==> config.mk <==
export PLATFORM = sky130hd
export DESIGN_NAME = intr_gpio_gen
export DESIGN_NICKNAME = d
export VERILOG_FILES = /design/src/rtl/intr_gpio_gen.sv
export SDC_FILE = /design/constraint.sdc
export NUM_CORES = 1
export LEC_CHECK = 0
export CAP_MARGIN = 20
export CORE_ASPECT_RATIO = 0.75
export CORE_UTILIZATION = 60
export CTS_CLUSTER_SIZE = 10
export DETAILED_ROUTE_END_ITERATION = 16
export PLACE_DENSITY = 0.83
export SLEW_MARGIN = 5
export SYNTH_ARGS = -nofsm -noshare
export SYNTH_HDL_FRONTEND = slang
export SYNTH_SLANG_ARGS = --single-unit
==> constraint.sdc <==
create_clock -name clk -period 3.1 [get_ports clk]
set_input_delay 0.62 -clock clk [delete_from_list [all_inputs] [get_ports clk]]
set_output_delay 0.62 -clock clk [all_outputs]
set_load 0.01 [all_outputs]
==> src/rtl/intr_gpio_gen.sv <==
// intr_gpio_gen: multi-channel programmable interrupt/GPIO pulse-train generator.
// Each channel runs an IDLE -> WAIT -> PULSE state machine configured through a
// valid/ready load port. All timing is counted in clk cycles.
// Optional feature macro: INTR_GPIO_GEN_ACK_EN adds level-mode pulses that stay
// active until an ack input is sampled high (ports ack, cfg_level).
module intr_gpio_gen #(
  parameter int CHANNELS  = 4,
  parameter int CNT_WIDTH = 20,
  parameter int CHAN_W    = 2
) (
  input  logic                 clk,
  input  logic                 resetn,
  input  logic                 cfg_valid,
  output logic                 cfg_ready,
  input  logic [CHAN_W-1:0]    cfg_chan,
  input  logic [CNT_WIDTH-1:0] cfg_idle,
  input  logic [CNT_WIDTH-1:0] cfg_width,
  input  logic [CNT_WIDTH-1:0] cfg_count,
  input  logic                 cfg_pol,
  input  logic [CHANNELS-1:0]  stop,
  output logic [CHANNELS-1:0]  gpio,
  output logic [CHANNELS-1:0]  busy,
  output logic [CHANNELS-1:0]  done
`ifdef INTR_GPIO_GEN_ACK_EN
  ,
  input  logic [CHANNELS-1:0]  ack,
  input  logic                 cfg_level
`endif
);

  typedef enum logic [1:0] {
    S_IDLE  = 2'd0,
    S_WAIT  = 2'd1,
    S_PULSE = 2'd2
  } state_t;

  localparam logic [CNT_WIDTH-1:0] CNT_ONE = CNT_WIDTH'(1);

  logic [CHANNELS-1:0] w_is_idle;
  logic                w_ready;
  logic                w_accept;

  // Ready reflects only the addressed channel; an out-of-range index never
  // matches, and a same-cycle stop on the target channel blocks the accept.
  always_comb begin
    w_ready = 1'b0;
    for (int i = 0; i < CHANNELS; i++) begin
      if (cfg_chan == CHAN_W'(i)) begin
        w_ready = w_is_idle[i] && !stop[i];
      end
    end
  end

  assign cfg_ready = w_ready;
  assign w_accept  = cfg_valid && w_ready;

  for (genvar gi = 0; gi < CHANNELS; gi++) begin : g_chan
    state_t               r_state, w_state_next;
    logic [CNT_WIDTH-1:0] r_cnt, w_cnt_next;
    logic [CNT_WIDTH-1:0] r_rem, w_rem_next;
    logic [CNT_WIDTH-1:0] r_idle, w_idle_next;
    logic [CNT_WIDTH-1:0] r_width, w_width_next;
    logic                 r_pol, w_pol_next;
    logic                 r_gpio, w_gpio_next;
    logic                 r_done, w_done_next;
    logic                 w_fire;
    logic                 w_pulse_end;
`ifdef INTR_GPIO_GEN_ACK_EN
    logic                 r_level, w_level_next;

    // Level-mode pulses end on ack; width-timed pulses end when cnt runs out.
    assign w_pulse_end = r_level ? ack[gi] : (r_cnt == '0);
`else
    assign w_pulse_end = (r_cnt == '0);
`endif

    assign w_fire = w_accept && (cfg_chan == CHAN_W'(gi));

    // Channel state register; gpio drops to 0 asynchronously on reset.
    always_ff @(posedge clk or negedge resetn) begin
      if (!resetn) begin
        r_state <= S_IDLE;
        r_cnt   <= '0;
        r_rem   <= '0;
        r_idle  <= '0;
        r_width <= '0;
        r_pol   <= 1'b1;
        r_gpio  <= 1'b0;
        r_done  <= 1'b0;
`ifdef INTR_GPIO_GEN_ACK_EN
        r_level <= 1'b0;
`endif
      end else begin
        r_state <= w_state_next;
        r_cnt   <= w_cnt_next;
        r_rem   <= w_rem_next;
        r_idle  <= w_idle_next;
        r_width <= w_width_next;
        r_pol   <= w_pol_next;
        r_gpio  <= w_gpio_next;
        r_done  <= w_done_next;
`ifdef INTR_GPIO_GEN_ACK_EN
        r_level <= w_level_next;
`endif
      end
    end

    // Next-state logic: stop wins, then config accept, then the normal
    // WAIT/PULSE sequencing. Counters only decrement while non-zero.
    always_comb begin
      w_state_next = r_state;
      w_cnt_next   = r_cnt;
      w_rem_next   = r_rem;
      w_idle_next  = r_idle;
      w_width_next = r_width;
      w_pol_next   = r_pol;
      w_gpio_next  = r_gpio;
      w_done_next  = 1'b0;
`ifdef INTR_GPIO_GEN_ACK_EN
      w_level_next = r_level;
`endif
      if (stop[gi]) begin
        w_state_next = S_IDLE;
        w_gpio_next  = ~r_pol;
      end else if (w_fire) begin
        w_idle_next  = cfg_idle;
        w_width_next = cfg_width;
        w_pol_next   = cfg_pol;
        w_cnt_next   = cfg_idle;
        w_rem_next   = cfg_count;
        w_gpio_next  = ~cfg_pol;
        w_state_next = S_WAIT;
`ifdef INTR_GPIO_GEN_ACK_EN
        w_level_next = cfg_level;
`endif
      end else begin
        case (r_state)
          S_WAIT: begin
            if (r_cnt != '0) begin
              w_cnt_next = r_cnt - CNT_ONE;
            end else begin
              // A zero width still produces a one-cycle pulse.
              w_cnt_next   = (r_width == '0) ? '0 : (r_width - CNT_ONE);
              w_gpio_next  = r_pol;
              w_state_next = S_PULSE;
            end
          end
          S_PULSE: begin
            if (w_pulse_end) begin
              w_gpio_next = ~r_pol;
              if (r_rem == CNT_ONE) begin
                w_state_next = S_IDLE;
                w_done_next  = 1'b1;
              end else begin
                // rem == 0 means an endless train; it is never decremented.
                w_state_next = S_WAIT;
                w_cnt_next   = r_idle;
                if (r_rem != '0) begin
                  w_rem_next = r_rem - CNT_ONE;
                end
              end
            end else if (r_cnt != '0) begin
              w_cnt_next = r_cnt - CNT_ONE;
            end
          end
          default: begin
          end
        endcase
      end
    end

    assign gpio[gi]      = r_gpio;
    assign busy[gi]      = (r_state != S_IDLE);
    assign done[gi]      = r_done;
    assign w_is_idle[gi] = (r_state == S_IDLE);
  end

endmodule

==> key figures, run 1 <==
Routing
  – Routed WL: 63.7 mm
  – DRT Pass-1 Iters: 6
  – Via count: 19,400
  – Detailed Route Iter0 Violations: 2,503
  – Residual DRC: 0
  – Vias per cell: 6.45
  – DR WL/cell: 21.2 um
  – Antenna-violating nets left: 0

Pwr
  – Leakage: 0.00979 uW
  – P per Cell Area: 905 nW/um^2
  – Post-layout power: 20,900 uW
  – VDD IR-drop max: 0.538 mV

Final layout
  – Share of cells above drive strength 1: 8.37%
  – Core Util, Final: 70.2%
  – Register area: 8510 um^2
  – Final net count: 2,648
  – Commonest non-fill, non-tap cell in the layout: nand2_1
  – # diodes: 0
  – Multi-input logic area: 11,100 um^2
  – Leading cell types in the layout, fill and taps excluded: nand2_1, dfrtp_1, nor2_1, a21oi_1, o21ai_0
  – FILL cells: 2,492
  – Syn-to-layout area delta: 13.4%

Clocking
  – Clock Sink Count: 340
  – H-tree depth: 2
  – Max Buffers Root-to-Sink: 3
  – Clock Latency Late Sink: 550 ps
  – CTS tree: done
  – Root Driver: clkbuf_16
  – Clock slew at reported path FFs: 60 ps
  – Hold buffer count at cts: 0
  – Num CTS Buffers: 39
  – Post-CTS Setup Bufs: 0

Critical path
  – CP Capture Type: primary output
  – CP Max Fanout: 2
  – Crit Path Category: primary input to primary output
  – CP startpoint kind: primary input
  – Required @ worst endpoint: 2480 ps
  – WP data arrival: 2460 ps

Yosys
  – Yosys top cell by area: dfrtp_1
  – Sequential share of the synthesized area: 41.8%
  – Yosys reg bits: 340
  – Cell area after synthesis: 20,300 um^2
  – Post-synth EDFFs: 0
  – Area share of the largest cell type after synthesis: 41.3%
  – Mapped Cells: 2,471
  – Synthesis Warnings: 0
  – Fraction of registers with async set/reset: 100%
  – Post-synth cell types: 88
  – Ys flop type: dfrtp_1
  – Synth area leaders: dfrtp_1, nand2_1, xnor2_1
  – Synth Net Count: 2,581
  – Mean Syn Cell Area: 8.23 um^2

GRT
  – First-pass GRT wire length: 101 mm
  – Grt total ovfl: 0
  – GRT Overall Usage: 37.2%
  – Largest net degree at the start of global routing: 85
  – Initial antenna violation count: 1
  – Vias in the first global route: 18,300

Placed design
  – RD Place Congestion: 0.920
  – IO buf count: 82
  – Dpl hpwl: 43.6 mm

Timing
  – Layout Skew: 28.8 ps
  – Final hold slack: 28.1 ps
  – Achievable Freq: 0.325 GHz
  – Fin. Hold Viols: 0
  – Slew headroom: 36.6%
  – Crit path time final: 3080 ps
  – Tcrit/Tclk final: 99.4%
  – Final Slew Violations: 0
  – RSZ-0062 raised after global routing: no
  – Tightest Pin Transition: 946 ps
  – # setup viols final: 0

Job
  – Max_cap viols: 0

Die
  – Core Region: 32,900 um^2
  – Die area: 34,700 um^2
  – Die H: 161 um
  – I/O pins: 83
  – Initial Util: 61.9%
  – Die W: 215 um
  – Row cnt: 57

Status
  – Outcome: complete, no violations

Min path
  – Hold Crit Class: primary input to async pin
## kinds of logic (layout without fill, tap and decap cells)
group | Yosys count | in the layout | share of synthesized area, %
multiplexers | 22 | 22 | 1.20
XOR/XNOR | 171 | 171 | 7.36
flip-flops | 340 | 340 | 41.8
adder cells (fa/ha/maj) | 40 | 40 | 2.46
AO/OA/AOI/OAI | 510 | 510 | 15.6
AND/OR/NAND/NOR | 1197 | 1197 | 27.6
buffers and inverters | 191 | 278 | 3.91
## layout make-up
type / instances / area share (%)
clock buffers: 59 / 4.56
flip-flops and latches: 340 / 36.9
well taps: 442 / 2.40
multi-input cells: 1940 / 48.1
repair buffers: 169 / 7.11
clock inverters: 2 / 0.141
inverters: 48 / 0.781
## sequential cells by signal (all words and copies together) (netlist names)
name            cells
g_chan.r_cnt       80
g_chan.r_idle      80
g_chan.r_rem       80
g_chan.r_width     80
g_chan.r_state      8
g_chan.r_done       4
g_chan.r_gpio       4
g_chan.r_pol        4
## timing repair
| item | CTS | global route |
|---|---|---|
| resized for setup | 5 | 3 |
| pin swaps | 0 | 2 |
| setup endpoints to repair | 1 | 1 |
## where the power goes
group | total (uW) | switching [uW] | internal (uW)
combinational | 7880 | 4450 | 3440
sequential | 8830 | 2310 | 6520
clock | 4160 | 1840 | 2320
total | 20900 | 8600 | 12300
## metrics by stage
stage | TNS, ps | cell area (um^2) | instances | setup slack [ps]
detailed placement | -153 | 22000 | 2939 | -153
CTS | 0 | 23100 | 3000 | 1.71
global placement | -194 | 22000 | 2939 | -194
finish | 0 | 23100 | 3000 | 19.9
floorplan | 0 | 20300 | 2471 | 596
global route | 0 | 23100 | 3000 | 0.947
## Yosys cell counts (all sizes together), types with 48 or more instances
library cell / count
nor2: 207
nand2: 621
nand3: 52
o21ai: 141
dfrtp: 336
clkbuf: 107
a21oi: 155
nor4: 51
nor3: 94
xnor2: 104
inv: 48
xor2: 67
## worst paths after layout
check / from / to / slack [ps] / depth (start not counted)
max: stop[0] / cfg_ready / 20 / 7
min: resetn / g_chan[3].r_rem[10]$_DFFE_PN0P_ / 30 / 1
max reg2reg: g_chan[1].r_cnt[0]$_DFFE_PN0P_ / g_chan[1].r_rem[6]$_DFFE_PN0P_ / 200 / 9
min reg2reg: g_chan[3].r_pol$_DFFE_PN1P_ / g_chan[3].r_pol$_DFFE_PN1P_ / 470 / 2
max in group asynchronous: resetn / g_chan[1].r_idle[12]$_DFFE_PN0P_ / 2180 / 2
min in group clk: g_chan[3].r_pol$_DFFE_PN1P_ / g_chan[3].r_pol$_DFFE_PN1P_ / 470 / 2
## critical path: stages
cell and delay [ps]:
clkdlybuf4s50_1 480, nand2b_1 240, o21ai_2 180, nor2_1 90, a21oi_2 190, buf_4 140, clkdlybuf4s50_1 520
## per-layer routing
metal | wire length [um] | global-route usage, %
met1 | 25400 | 51.7
met2 | 27100 | 54.5
met3 | 7540 | 8.32
met4 | 3680 | 19.9
met5 | 11 | 0
Power figures use the tool's default switching activity.
==> inputs of run 2 (changes only) <==
--- a/config.mk
+++ b/config.mk
@@ -5,8 +5,10 @@
 export SDC_FILE = /design/constraint.sdc
 export NUM_CORES = 1
 export LEC_CHECK = 0
+export ABC_AREA = 0
 export CAP_MARGIN = 20
 export CORE_ASPECT_RATIO = 0.75
+export CORE_MARGIN = 1
 export CORE_UTILIZATION = 60
 export CTS_CLUSTER_SIZE = 10
 export DETAILED_ROUTE_END_ITERATION = 16
==> results of run 2 <==
Final layout, timing and power as in run 1 (identical DEF).
==> inputs of run 3 (changes only) <==
--- a/config.mk
+++ b/config.mk
@@ -7,9 +7,10 @@
 export LEC_CHECK = 0
 export ABC_AREA = 0
 export CAP_MARGIN = 20
-export CORE_ASPECT_RATIO = 0.75
+export CORE_ASPECT_RATIO = 1.5
 export CORE_MARGIN = 1
 export CORE_UTILIZATION = 60
+export CTS_CLUSTER_DIAMETER = 150
 export CTS_CLUSTER_SIZE = 10
 export DETAILED_ROUTE_END_ITERATION = 16
 export PLACE_DENSITY = 0.83
==> key figures, run 3 (synthesis results as in run 1) <==
Status
  – Outcome: finished, violations left
  – Failing checks: DRC

Die
  – Initial Util: 60.8% (-1.1 points)
  – I/O pins: 83 (unchanged)
  – Row cnt: 82 (+44%)
  – Core Region: 33,400 um^2 (+1.7%)
  – Die W: 152 um (-29%)
  – Die area: 34,700 um^2 (about the same)
  – Die H: 228 um (+41%)

Final layout
  – FILL cells: 2,660 (+6.7%)
  – Share of cells above drive strength 1: 7.95% (-0.41 points)
  – Commonest non-fill, non-tap cell in the layout: nand2_1
  – Syn-to-layout area delta: 12.9%
  – # diodes: 0 (unchanged)
  – Leading cell types in the layout, fill and taps excluded: nand2_1, dfrtp_1, nor2_1, a21oi_1, o21ai_0
  – Final net count: 2,642 (-0.23%)
  – Post-route cell area: 23,000 um^2 (-0.46%)

Timing
  – Fin. Hold Viols: 0 (unchanged)
  – Final hold slack: 473 ps (+445 ps)
  – Layout Skew: 13.5 ps (-15.4 ps)
  – # setup viols final: 0 (unchanged)
  – Final WS setup: 48.7 ps (+28.8 ps)
  – Tcrit/Tclk final: 98.4% (-0.93 points)
  – Crit path time final: 3050 ps (-28.8 ps)
  – RSZ-0062 raised after global routing: no
  – Setup TNS: 0 ps (unchanged)
  – Achievable Freq: 0.328 GHz (+0.94%)
  – Slew headroom: 34.6% (-2.1 points)
  – Tightest Pin Transition: 977 ps (+30.6 ps)
  – Final Slew Violations: 0 (unchanged)

Clocking
  – Clock Sink Count: 340 (unchanged)
  – Max Buffers Root-to-Sink: 3 (unchanged)
  – Post-CTS Setup Bufs: 0 (unchanged)
  – CTS tree: done
  – Root Driver: clkbuf_16
  – H-tree depth: 2 (unchanged)
  – Clock Latency Late Sink: 540 ps (about the same)
  – Num CTS Buffers: 39 (unchanged)
  – Clock slew at reported path FFs: 60 ps (about the same)

Routing
  – DRT Pass-1 Iters: 11 (+5)
  – Via count: 18,900 (-2.2%)
  – Detailed Route Iter0 Violations: 1,832 (-27%)
  – Vias per cell: 6.36 (-1.3%)
  – Residual DRC: 6 (+6)
  – Antenna-violating nets left: 0 (unchanged)
  – Routed WL: 63.3 mm (-0.75%)
  – DR WL/cell: 21.3 um (+0.15%)

Job
  – Max_cap viols: 0 (unchanged)

GRT
  – Met3 Use GR: 5.63% (-2.7 points)
  – GRT Max-Usage Layer: met2
  – GRT Overall Usage: 37.1% (-0.12 points)
  – Grt met2 use: 61.5% (+7.0 points)
  – Grt total ovfl: 0 (unchanged)
  – Grt met1 use: 42.8% (-8.9 points)
  – First-pass GRT wire length: 100 mm (-1.2%)
  – Vias in the first global route: 18,800 (+2.6%)
  – Initial antenna violation count: 0 (-1)
  – Largest net degree at the start of global routing: 88 (+3.5%)

Min path
  – Hold Crit Class: flip-flop to flip-flop

Critical path
  – CP startpoint kind: flip-flop
  – Crit Path Category: flip-flop to primary output
  – R2r setup slk: 190 ps (about the same)
  – CP Capture Type: primary output
  – CP Max Fanout: 3 (+1)
  – WP data arrival: 2430 ps (-30 ps)
  – Required @ worst endpoint: 2480 ps (about the same)

Pwr
  – Reg power frac: 42.3% (about the same)
  – Switching portion of total power: 40.6% (-0.60 points)
  – Logic pwr share: 37.2% (-0.6 points)
  – Clk network pwr share: 20.4% (+0.5 points)
  – VDD IR-drop max: 0.453 mV (-16%)
  – Switching power: 8430 uW (-2.0%)
  – Internal power: 12,300 uW (+0.45%)
  – Post-layout power: 20,800 uW (-0.56%)
  – Leakage: 0.00976 uW (-0.27%)
  – P per Cell Area: 904 nW/um^2 (about the same)

Placed design
  – Place WS: 21.7 ps (+175 ps)
  – RD Place Congestion: 0.940 (+2.1%)
  – Dpl hpwl: 44.4 mm (+1.9%)
  – IO buf count: 82 (unchanged)
  – DP Area: 21,800 um^2 (-0.63%)
run 3: cell count changes in the layout (fill, tap and decap cells not counted), moves of 2 or more:
cell       previous run  this run
buf_12               13         9
buf_4                74        71
clkbuf_16            39        41
clkinv_8              2         0
inv_1                46        48
inv_2                 2         0
run 3: through the flow:
step / util, % / instances
after CTS: 68.6 / 2973
after detailed placement: 65.3 / 2910
after global placement: 65.3 / 2910
final: 68.7 / 2973
after floorplan: - / 2471
after global routing: 68.7 / 2973
run 3: routing by layer:
metal	vias up	routed length, um
met3	295	4490
met2	819	29700
met5	-	0
li1	8724	-
met1	9085	23200
met4	0	5920
run 3: critical path: stages, from the launching register on:
cell             delay [ps]
dfrtp_1                 400
inv_1                    90
ha_1                    200
nor2b_4                 210
mux2i_1                 130
a21oi_1                 270
clkdlybuf4s50_1         590
run 3: layout make-up:
cell class / instances / area, um^2 / share of cell area (%)
sequential: 340 / 8510 / 37.1
tap: 420 / 526 / 2.29
timing repair buffer: 163 / 1550 / 6.76
multi-input combinational: 1940 / 11100 / 48.3
inverter: 48 / 180 / 0.784
clock buffer: 62 / 1100 / 4.81
run 3: worst paths after layout:
check | start | endpoint | cells past startpoint
setup / recovery | g_chan[1].r_state[1]$_DFFE_PN0P_ | cfg_ready | 6
hold reg to reg | g_chan[3].r_pol$_DFFE_PN1P_ | g_chan[3].r_pol$_DFFE_PN1P_ | 2
max in group asynchronous | resetn | g_chan[1].r_gpio$_DFFE_PN0P_ | 3
min in group asynchronous | resetn | g_chan[3].r_rem[9]$_DFFE_PN0P_ | 2
setup reg to reg | g_chan[1].r_width[4]$_DFFE_PN0P_ | g_chan[1].r_cnt[9]$_DFFE_PN0P_ | 7
hold / removal | g_chan[3].r_pol$_DFFE_PN1P_ | g_chan[3].r_pol$_DFFE_PN1P_ | 2
run 3: timing repair:
| item | CTS | global route |
|---|---|---|
| setup endpoints to repair | 1 | 12 |
| hold buffers | 1 | 0 |
| hold endpoints to repair | 27 | 0 |
| resized for setup | 3 | 3 |
run 3: power groups by stage:
stage,clock (uW),combinational [uW],sequential [uW]
2_1_floorplan,0,5650,8190
3_3_place_gp,0,7260,8650
3_5_place_dp,0,7590,8780
4_1_cts,4280,7660,8730
5_1_grt,4440,8600,9090
6_report,4250,7730,8790
